$ cat config.mk
export PLATFORM = sky130hd
export DESIGN_NAME = fibonacci_seq
export DESIGN_NICKNAME = d
export VERILOG_FILES = /design/src/rtl/fib_pkg.sv /design/src/rtl/fib_datapath.sv /design/src/rtl/fibonacci_seq.sv
export SDC_FILE = /design/constraint.sdc
export NUM_CORES = 1
export LEC_CHECK = 0
export CORE_ASPECT_RATIO = 1.4
export CORE_MARGIN = 3
export CORE_UTILIZATION = 59
export DETAILED_ROUTE_END_ITERATION = 8
export GPL_TIMING_DRIVEN = 0
export PLACE_DENSITY = 0.86
export SETUP_SLACK_MARGIN = 0.3
export SLEW_MARGIN = 25
export SYNTH_ARGS = -nofsm -noshare
export SYNTH_HDL_FRONTEND = slang
export SYNTH_SLANG_ARGS = --single-unit
$ cat constraint.sdc
create_clock -name clk -period 3.9 [get_ports clk]
set_input_delay 0.78 -clock clk [delete_from_list [all_inputs] [get_ports clk]]
set_output_delay 0.78 -clock clk [all_outputs]
set_load 0.01 [all_outputs]
$ cat src/rtl/fib_pkg.sv
// Shared definitions for the clocked Fibonacci-class term generator:
// FSM state encoding and well-known seed pairs.
package fib_pkg;

  typedef enum logic [1:0] {
    FIB_IDLE = 2'd0,
    FIB_CALC = 2'd1,
    FIB_DONE = 2'd2
  } fibState_t;

  // Seed pairs: x(0), x(1) for the Fibonacci and Lucas sequences.
  localparam int unsigned FIB_SEED0   = 0;
  localparam int unsigned FIB_SEED1   = 1;
  localparam int unsigned LUCAS_SEED0 = 2;
  localparam int unsigned LUCAS_SEED1 = 1;

endpackage

$ cat src/rtl/fib_datapath.sv
// Term recurrence datapath: holds a=x(i), b=x(i+1), sticky carry, index i and
// target n; advances one term per step strobe and flags i==n.
module fib_datapath
  import fib_pkg::*;
#(
  parameter int Width  = 32,
  parameter int NWidth = 16
) (
  input  logic              clk,
  input  logic              rst_n,
  input  logic              load,
  input  logic              step,
  input  logic [NWidth-1:0] n,
  input  logic [Width-1:0]  seed0,
  input  logic [Width-1:0]  seed1,
  output logic [Width-1:0]  a,
  output logic              ovfAcc,
  output logic              atEnd,
  output logic              nextAtEnd
);

  logic [Width-1:0]  b;
  logic              bOvf;
  logic [NWidth-1:0] i;
  logic [NWidth-1:0] nQ;
  logic [Width:0]    sum;

  assign sum       = {1'b0, a} + {1'b0, b};
  assign atEnd     = (i == nQ);
  assign nextAtEnd = ((i + NWidth'(1)) == nQ);

  always_ff @(posedge clk or negedge rst_n) begin
    if (!rst_n) begin
      a      <= '0;
      b      <= '0;
      bOvf   <= 1'b0;
      i      <= '0;
      nQ     <= '0;
      ovfAcc <= 1'b0;
    end else if (load) begin
      a      <= seed0;
      b      <= seed1;
      bOvf   <= 1'b0;
      i      <= '0;
      nQ     <= n;
      ovfAcc <= 1'b0;
    end else if (step) begin
      // NOTE: non-blocking assignments mean every right-hand side below is the
      // pre-edge value, so a, b, bOvf and ovfAcc all shift together.
      a      <= b;
      b      <= sum[Width-1:0];
      bOvf   <= bOvf | sum[Width];
      // The old bOvf describes x(i+1), which becomes the new a.
      ovfAcc <= ovfAcc | bOvf;
      i      <= i + NWidth'(1);
    end
  end

endmodule

$ cat src/rtl/fibonacci_seq.sv
// Clocked Fibonacci-class term generator with four-phase req/fin handshake.
// Define FIB_STREAM_EN to add the term_vld/term stream of x(0)..x(n).
module fibonacci_seq
  import fib_pkg::*;
#(
  parameter int Width  = 32,
  parameter int NWidth = 16
) (
  input  logic              clk,
  input  logic              rst_n,
  input  logic              req,
  input  logic [NWidth-1:0] n,
  input  logic [Width-1:0]  seed0,
  input  logic [Width-1:0]  seed1,
  output logic              fin,
  output logic              busy,
  output logic [Width-1:0]  result,
  output logic              ovf
`ifdef FIB_STREAM_EN
  ,
  output logic              term_vld,
  output logic [Width-1:0]  term
`endif
);

  fibState_t        state;
  logic             load;
  logic             step;
  logic             atEnd;
  logic             nextAtEnd;
  logic             ovfAcc;
  logic [Width-1:0] a;

  assign load = (state == FIB_IDLE) && req;
  assign step = (state == FIB_CALC) && req && !atEnd;

  fib_datapath #(
    .Width (Width),
    .NWidth(NWidth)
  ) u_datapath (
    .clk      (clk),
    .rst_n    (rst_n),
    .load     (load),
    .step     (step),
    .n        (n),
    .seed0    (seed0),
    .seed1    (seed1),
    .a        (a),
    .ovfAcc   (ovfAcc),
    .atEnd    (atEnd),
    .nextAtEnd(nextAtEnd)
  );

  always_ff @(posedge clk or negedge rst_n) begin
    if (!rst_n) begin
      // NOTE: result and ovf are reset along with control, so a fresh part
      // reads 0 rather than whatever the flops powered up with.
      state  <= FIB_IDLE;
      fin    <= 1'b0;
      busy   <= 1'b0;
      result <= '0;
      ovf    <= 1'b0;
    end else begin
      case (state)
        FIB_IDLE: begin
          if (req) begin
            state <= FIB_CALC;
            busy  <= (n != '0);
          end
        end
        FIB_CALC: begin
          if (!req) begin
            state <= FIB_IDLE;
            busy  <= 1'b0;
          end else if (atEnd) begin
            result <= a;
            ovf    <= ovfAcc;
            busy   <= 1'b0;
            state  <= FIB_DONE;
          end else begin
            // Busy covers the stepping cycles; it drops as i reaches n.
            busy <= !nextAtEnd;
          end
        end
        FIB_DONE: begin
          if (!req) begin
            fin   <= 1'b0;
            state <= FIB_IDLE;
          end else begin
            fin <= 1'b1;
          end
        end
        default: begin
          state <= FIB_IDLE;
          fin   <= 1'b0;
          busy  <= 1'b0;
        end
      endcase
    end
  end

`ifdef FIB_STREAM_EN
  always_ff @(posedge clk or negedge rst_n) begin
    if (!rst_n) begin
      term_vld <= 1'b0;
      term     <= '0;
    end else if ((state == FIB_CALC) && req) begin
      term_vld <= 1'b1;
      term     <= a;
    end else begin
      term_vld <= 1'b0;
      term     <= '0;
    end
  end
`endif

endmodule

Word level (Yosys, flattened, before mapping)
Cells that the tools add are included.
{"block": "op_classes", "addsub": 2, "n_mul": 0, "div_mod_pow": 0, "magnitude_cmp": 0, "eq_ne": 7, "shifts": 0, "mux": 21, "bitwise_logic": 3, "n_reduce_logical": 12}
{"operator": "32-bit 2-to-1 mux", "n": 4}
{"operator": "32-bit by 32-bit adder with 33-bit output", "n": 1}
{"operator": "16-bit equality test", "n": 2}
{"operator": "16-bit 2-to-1 mux", "n": 2}
{"operator": "16-bit by 1-bit adder with 16-bit output, second input constant", "n": 1}
{"operator": "16-bit nonzero test", "n": 1}
{"operator": "1-bit 2-to-1 mux", "n": 8}
{"operator": "2-bit 2-to-1 mux", "n": 4}
{"operator": "2-bit one-hot mux with 3 select lines", "n": 1}
{"operator": "3-bit AND reduction", "n": 2}
{"operator": "2-bit inequality test, second input constant", "n": 2}
{"operator": "1-bit logical AND", "n": 3}
{"operator": "3-bit inequality test, second input constant", "n": 1}
{"operator": "1-bit one-hot mux with 3 select lines", "n": 1}
{"operator": "2-bit by 1-bit equality test with 1-bit output, second input constant", "n": 1}
{"operator": "2-bit equality test, second input constant", "n": 1}
{"operator": "1-bit logical NOT", "n": 2}
{"operator": "2-bit logical NOT", "n": 1}
{"operator": "1-bit bitwise OR", "n": 2}
{"operator": "1-bit one-hot mux with 2 select lines", "n": 1}
{"operator": "2-bit AND reduction", "n": 1}
{"operator": "2-bit nonzero test", "n": 1}
{"operator": "2-bit OR reduction", "n": 1}
{"operator": "1-bit inverter", "n": 1}
{"block": "totals", "ff_bits": 135, "latch_bits": 0, "mem_bits_rw": 0, "romBits": 0, "input_bits": 83, "out_inout_bits": 35, "word_cells": 56, "mem_count": 0}

Logic depth before layout (Yosys ltp)
{"block": "logic_depth", "ltp_word": 6, "depth_mapped": 11, "mapped_depth_nobuf": 11}

By module
A second synthesis with hierarchy kept.
{"block": "hier_totals", "hier_cells": 808, "area_unflattened_um2": 8164.1}
{"mod": "fib_datapath", "instances": 1, "cells_each": 712, "area_each_um2": 6573.8, "seq_area_each_um2": 2452.4}
{"mod": "fibonacci_seq", "instances": 1, "cells_each": 96, "area_each_um2": 1590.3, "seq_area_each_um2": 925.9}

Worst setup path after synthesis
Ideal clock, no wire load.
{"block": "synth_path", "path_kind": "register -> register", "from": "register u_datapath.b[0]", "to": "register u_datapath.bOvf", "setup_ns": 0.074, "arrival_ns": 2.455, "required_time_ns": 3.826, "setup_slack_ns": 1.370, "path_stages_with_launch": 12, "n_path_buf": 0, "synth_period_minus_slack_ns": 2.530, "path_cell_list": "dfrtp_1 ha_1 inv_1 fa_1 nor2b_1 o2111ai_1 a21oi_1 o31ai_2 a311oi_2 a2111oi_1 or3_1 a21oi_2"}
{"block": "synth_between", "elab_chain_cells": 4}
{"element": "from (decl)", "line": "fib_datapath.sv:22", "rtl": "logic [Width-1:0] b;"}
{"element": "from (signal assigned)", "line": "fib_datapath.sv:51", "rtl": "b <= sum[Width-1:0];"}
{"element": "32-bit by 32-bit adder with 33-bit output", "line": "fib_datapath.sv:28", "rtl": "assign sum = {1'b0, a} + {1'b0, b};"}
{"element": "1-bit bitwise OR", "line": "fib_datapath.sv:52", "rtl": "bOvf <= bOvf | sum[Width];"}
{"element": "1-bit 2-to-1 mux", "line": "fib_datapath.sv:47", "rtl": "end else if (step) begin"}
{"element": "1-bit 2-to-1 mux", "line": "fib_datapath.sv:40", "rtl": "end else if (load) begin"}
{"element": "to (signal assigned)", "line": "fib_datapath.sv:52"}
{"element": "to (decl)", "line": "fib_datapath.sv:23", "rtl": "logic bOvf;"}
No other way between the ends. The select of a mux whose other input is x is not followed.
A chain may end at the register's enable or synchronous reset.

Final worst setup path
{"block": "layout_path", "from": "input port req", "to": "register u_datapath.nQ[2]"}
{"block": "layout_between", "elab_chain_cells": 1}
{"element": "from (decl)", "line": "fibonacci_seq.sv:11", "rtl": "input logic req,"}
{"element": "1-bit logical AND", "line": "fibonacci_seq.sv:34", "rtl": "assign load = (state == FIB_IDLE) && req;"}
{"element": "to (signal assigned)", "line": "fib_datapath.sv:45", "rtl": "nQ <= n;"}
{"element": "to (decl)", "line": "fib_datapath.sv:25", "rtl": "logic [NWidth-1:0] nQ;"}
No other way between the ends.

==> metrics.md <==
| Metric | Value |
|---|---|
| Status | `finished clean` |
| Routed len/inst | `19.5 um` |
| Total track usage | `0.319` |
| Residual DRC | `0` |
| Share of cells above drive strength 1 | `0.0986` |
| Fraction of registers with async set/reset | `1.00` |
| Clk pin slew, worst setup/hold paths | `60 ps` |
| Area grow syn2layout | `25.9%` |
| Dpl cells | `1,125` |
| Switching Power | `2740 uW` |
| CTS Hold Bufs | `0` |
| Met3 track demand over resource | `0.0657` |
| IO Pins | `118` |
| Post-Syn Nets | `971` |
| Distinct cell type count after synthesis | `64` |
| H-tree depth | `4` |
| WL final | `22,600 um` |
| Bufs on Longest Clock Path | `2` |
| Mean Syn Cell Area | `9.12 um2` |
| Gate Count Post-Synth | `854` |
| Post-DRT Antenna Nets | `0` |
| Sequential share of power | `0.299` |
| Pwr dens | `695 nW/um2` |
| Slew Limit Fails | `0` |
| Non-Filler Instances | `between 1,000 and 1,500` |
| Max Cap Viol | `0` |
| Minimum clock period | `3310 ps` |
| Largest net degree at the start of global routing | `95` |
| Most frequent cell after synthesis | `nand2_1` |
| Critical path class | `in2reg` |
| Cts repair resizes | `0` |
| Num rows | `49` |
| Post CTS Setup Buffer Count | `0` |
| Pre-CTS setup slack | `269 ps` |
| DP Wirelength | `15,800 um` |
| Post-DR vias/cell | `6.21` |
| Post-synth EDFFs | `0` |
| Top post-synthesis cells by area | `dfrtp_1 (43%), nand2_1 (8.7%), ha_1 (5.3%)` |
| Worst-margin pin slew | `791 ps` |
| PnR worst setup slack | `594 ps` |
| Synth area leader | `dfrtp_1` |
| Die area | `about 15,000 um2` |
| Core area | `around 13,000 um2` |
| Pwr Total | `6820 uW` |
| Initial antenna violation count | `0` |
| Global-route wire length before repair | `36,200 um` |
| CTS Buf Count | `17` |
| Clk pwr share | `0.253` |
| Worst EP required | `4170 ps` |
| Most common flop cell mapped by yosys | `dfrtp_1` |
| Placer Congestion | `0.945` |
| Diodes inserted | `0` |
| P_int | `4080 uW` |
| Gr busiest metal | `met2` |
| Layout net count | `1,108` |
| Fin Hold WS | `approximately 230 ps` |
| Register area share after synthesis | `0.434` |
| Number of detailed-route iterations in the first pass | `5` |
| Synthesized area | `7790 um2` |
| PortBufs | `117` |
| Synth Register Bits | `135` |
| GR Util met2 | `0.538` |
| Fill count | `about 900` |
| WP data arrival | `3580 ps` |
| Die extent in x | `between 100 and 150 um` |
| CTS Sinks | `roughly 140` |
| Yosys warning total | `0` |
| Clk_skew | `between 9 and 10 ps` |
| Comb pwr share | `0.448` |
| Tcrit/Tclk final | `0.848` |
| Sw Ratio | `0.402` |
| CP max FO | `10` |
| Number of global-route vias before repair | `7,281` |
| DR iter-0 viols | `530` |
| GRT Residual Overflow | `0` |
| Setup crit start kind | `input pin` |
| Hold WC Path Type | `in2async` |
| CTS tree | `yes` |
| Setup violations, final | `0` |
| Later-pin clock latency in the skew report | `430 ps` |
| CP endpoint kind | `register` |
| GR Util met1 | `0.387` |
| Fin. Hold Viols | `0` |
| Initial Util | `0.605` |
| VDD IR max | `0.000355 V` |
| Relative slew slack | `0.473` |
| Vias | `7,187` |
| Pleak | `0.00444 uW` |
| Fmax achieved | `between 0.3 and 0.4 GHz` |
| RSZ-0062 raised after global routing | `false` |
| Die Y | `142 um` |
| Yosys top cell area share | `0.434` |
| CTS root buf | `clkbuf_16` |
| Synth cell count leaders | `nand2_1 (181), dfrtp_1 (135), nor2_1 (61)` |
==> layout make-up <==
cell class,count,area [um2],area share
inverters,17,63.8,0.00651
clock inverters,12,175,0.0179
flip-flops and latches,135,3380,0.344
plain buffers,46,213,0.0217
well taps,153,191,0.0195
repair buffers,118,1200,0.123
multi-input cells,656,4140,0.422
clock buffers,20,447,0.0455
==> logic make-up (layout without fill, tap and decap cells) <==
group | after synthesis | count (layout) | share of synthesized area
buf+inv | 63 | 213 | 0.0355
flops | 135 | 135 | 0.434
xor+xnor | 64 | 64 | 0.0719
compound gates | 191 | 191 | 0.165
mux | 36 | 36 | 0.0517
fa+ha+maj | 35 | 35 | 0.0568
simple gates | 330 | 330 | 0.185
==> metrics by stage <==
step           cell area, um2  utilization  TNS, ps
6_report                 9810        0.762        0
5_1_grt                  9810        0.762        0
4_1_cts                  9810        0.762        0
3_5_place_dp             9190        0.714        0
3_3_place_gp             9160        0.711  -435250
2_1_floorplan            7790            -        0
==> critical path: stages <==
cell             delay, ps
clkdlybuf4s50_1        490
nor2b_1                400
nor2b_1                200
clkbuf_1               340
buf_1                  530
buf_1                  660
o21ai_0                170
==> per-layer routing <==
layer  vias to the layer above  share of wire
met3                        80          0.072
met4                         0          0.041
met1                      3436           0.38
met5                         -              0
li1                       3289              -
met2                       382           0.51
==> sequential cells by signal (all words and copies together), names as in the netlist, 2 cells and up <==
signal,flops
state,2
u_datapath.nQ,16
u_datapath.i,16
result,32
u_datapath.b,32
u_datapath.a,32
==> power groups by stage <==
stage	registers [uW]	clock network [uW]	logic (uW)
6_report	2040	1730	3050
5_1_grt	2070	1790	3370
4_1_cts	2030	1720	2990
3_5_place_dp	2040	0	2920
3_3_place_gp	2030	0	2840
2_1_floorplan	1950	0	2270
==> layout by cell type, fill, tap and decap left out, drive strengths merged, types with 3 or more instances in the layout <==
master,count
a2111oi,5
nand3,21
o21ai,33
a21oi,56
or3,8
mux2,34
o22ai,4
buf,27
nor3,10
nand3b,3
nor2b,6
clkdlybuf4s50,116
a22oi,35
nand4,10
inv,18
nor4,12
xor2,33
a31oi,15
o21a,5
nand2b,5
xnor2,31
o311ai,3
bufinv,4
ha,33
nor2,62
clkbuf,41
and3,8
clkinvlp,3
clkinv,4
o31ai,3
nand2,181
dfrtp,135
a311oi,5
a21o,9
o211ai,3
==> final timing paths <==
| kind | start | to | slack, ps | cells past startpoint |
|---|---|---|---|---|
| min in group clk | u_datapath.nQ[15]$_DFFE_PN0P_ | u_datapath.nQ[15]$_DFFE_PN0P_ | 500 | 2 |
| setup reg to reg | u_datapath.a[0]$_DFFE_PN0P_ | u_datapath.bOvf$_DFFE_PN0P_ | 860 | 11 |
| max in group asynchronous | rst_n | u_datapath.ovfAcc$_DFFE_PN0P_ | 2890 | 2 |
| setup / recovery | req | u_datapath.nQ[2]$_DFFE_PN0P_ | 590 | 7 |
| hold / removal | rst_n | result[27]$_DFFE_PN0P_ | 230 | 1 |
| hold reg to reg | u_datapath.nQ[15]$_DFFE_PN0P_ | u_datapath.nQ[15]$_DFFE_PN0P_ | 500 | 2 |
Power figures use the tool's default switching activity.
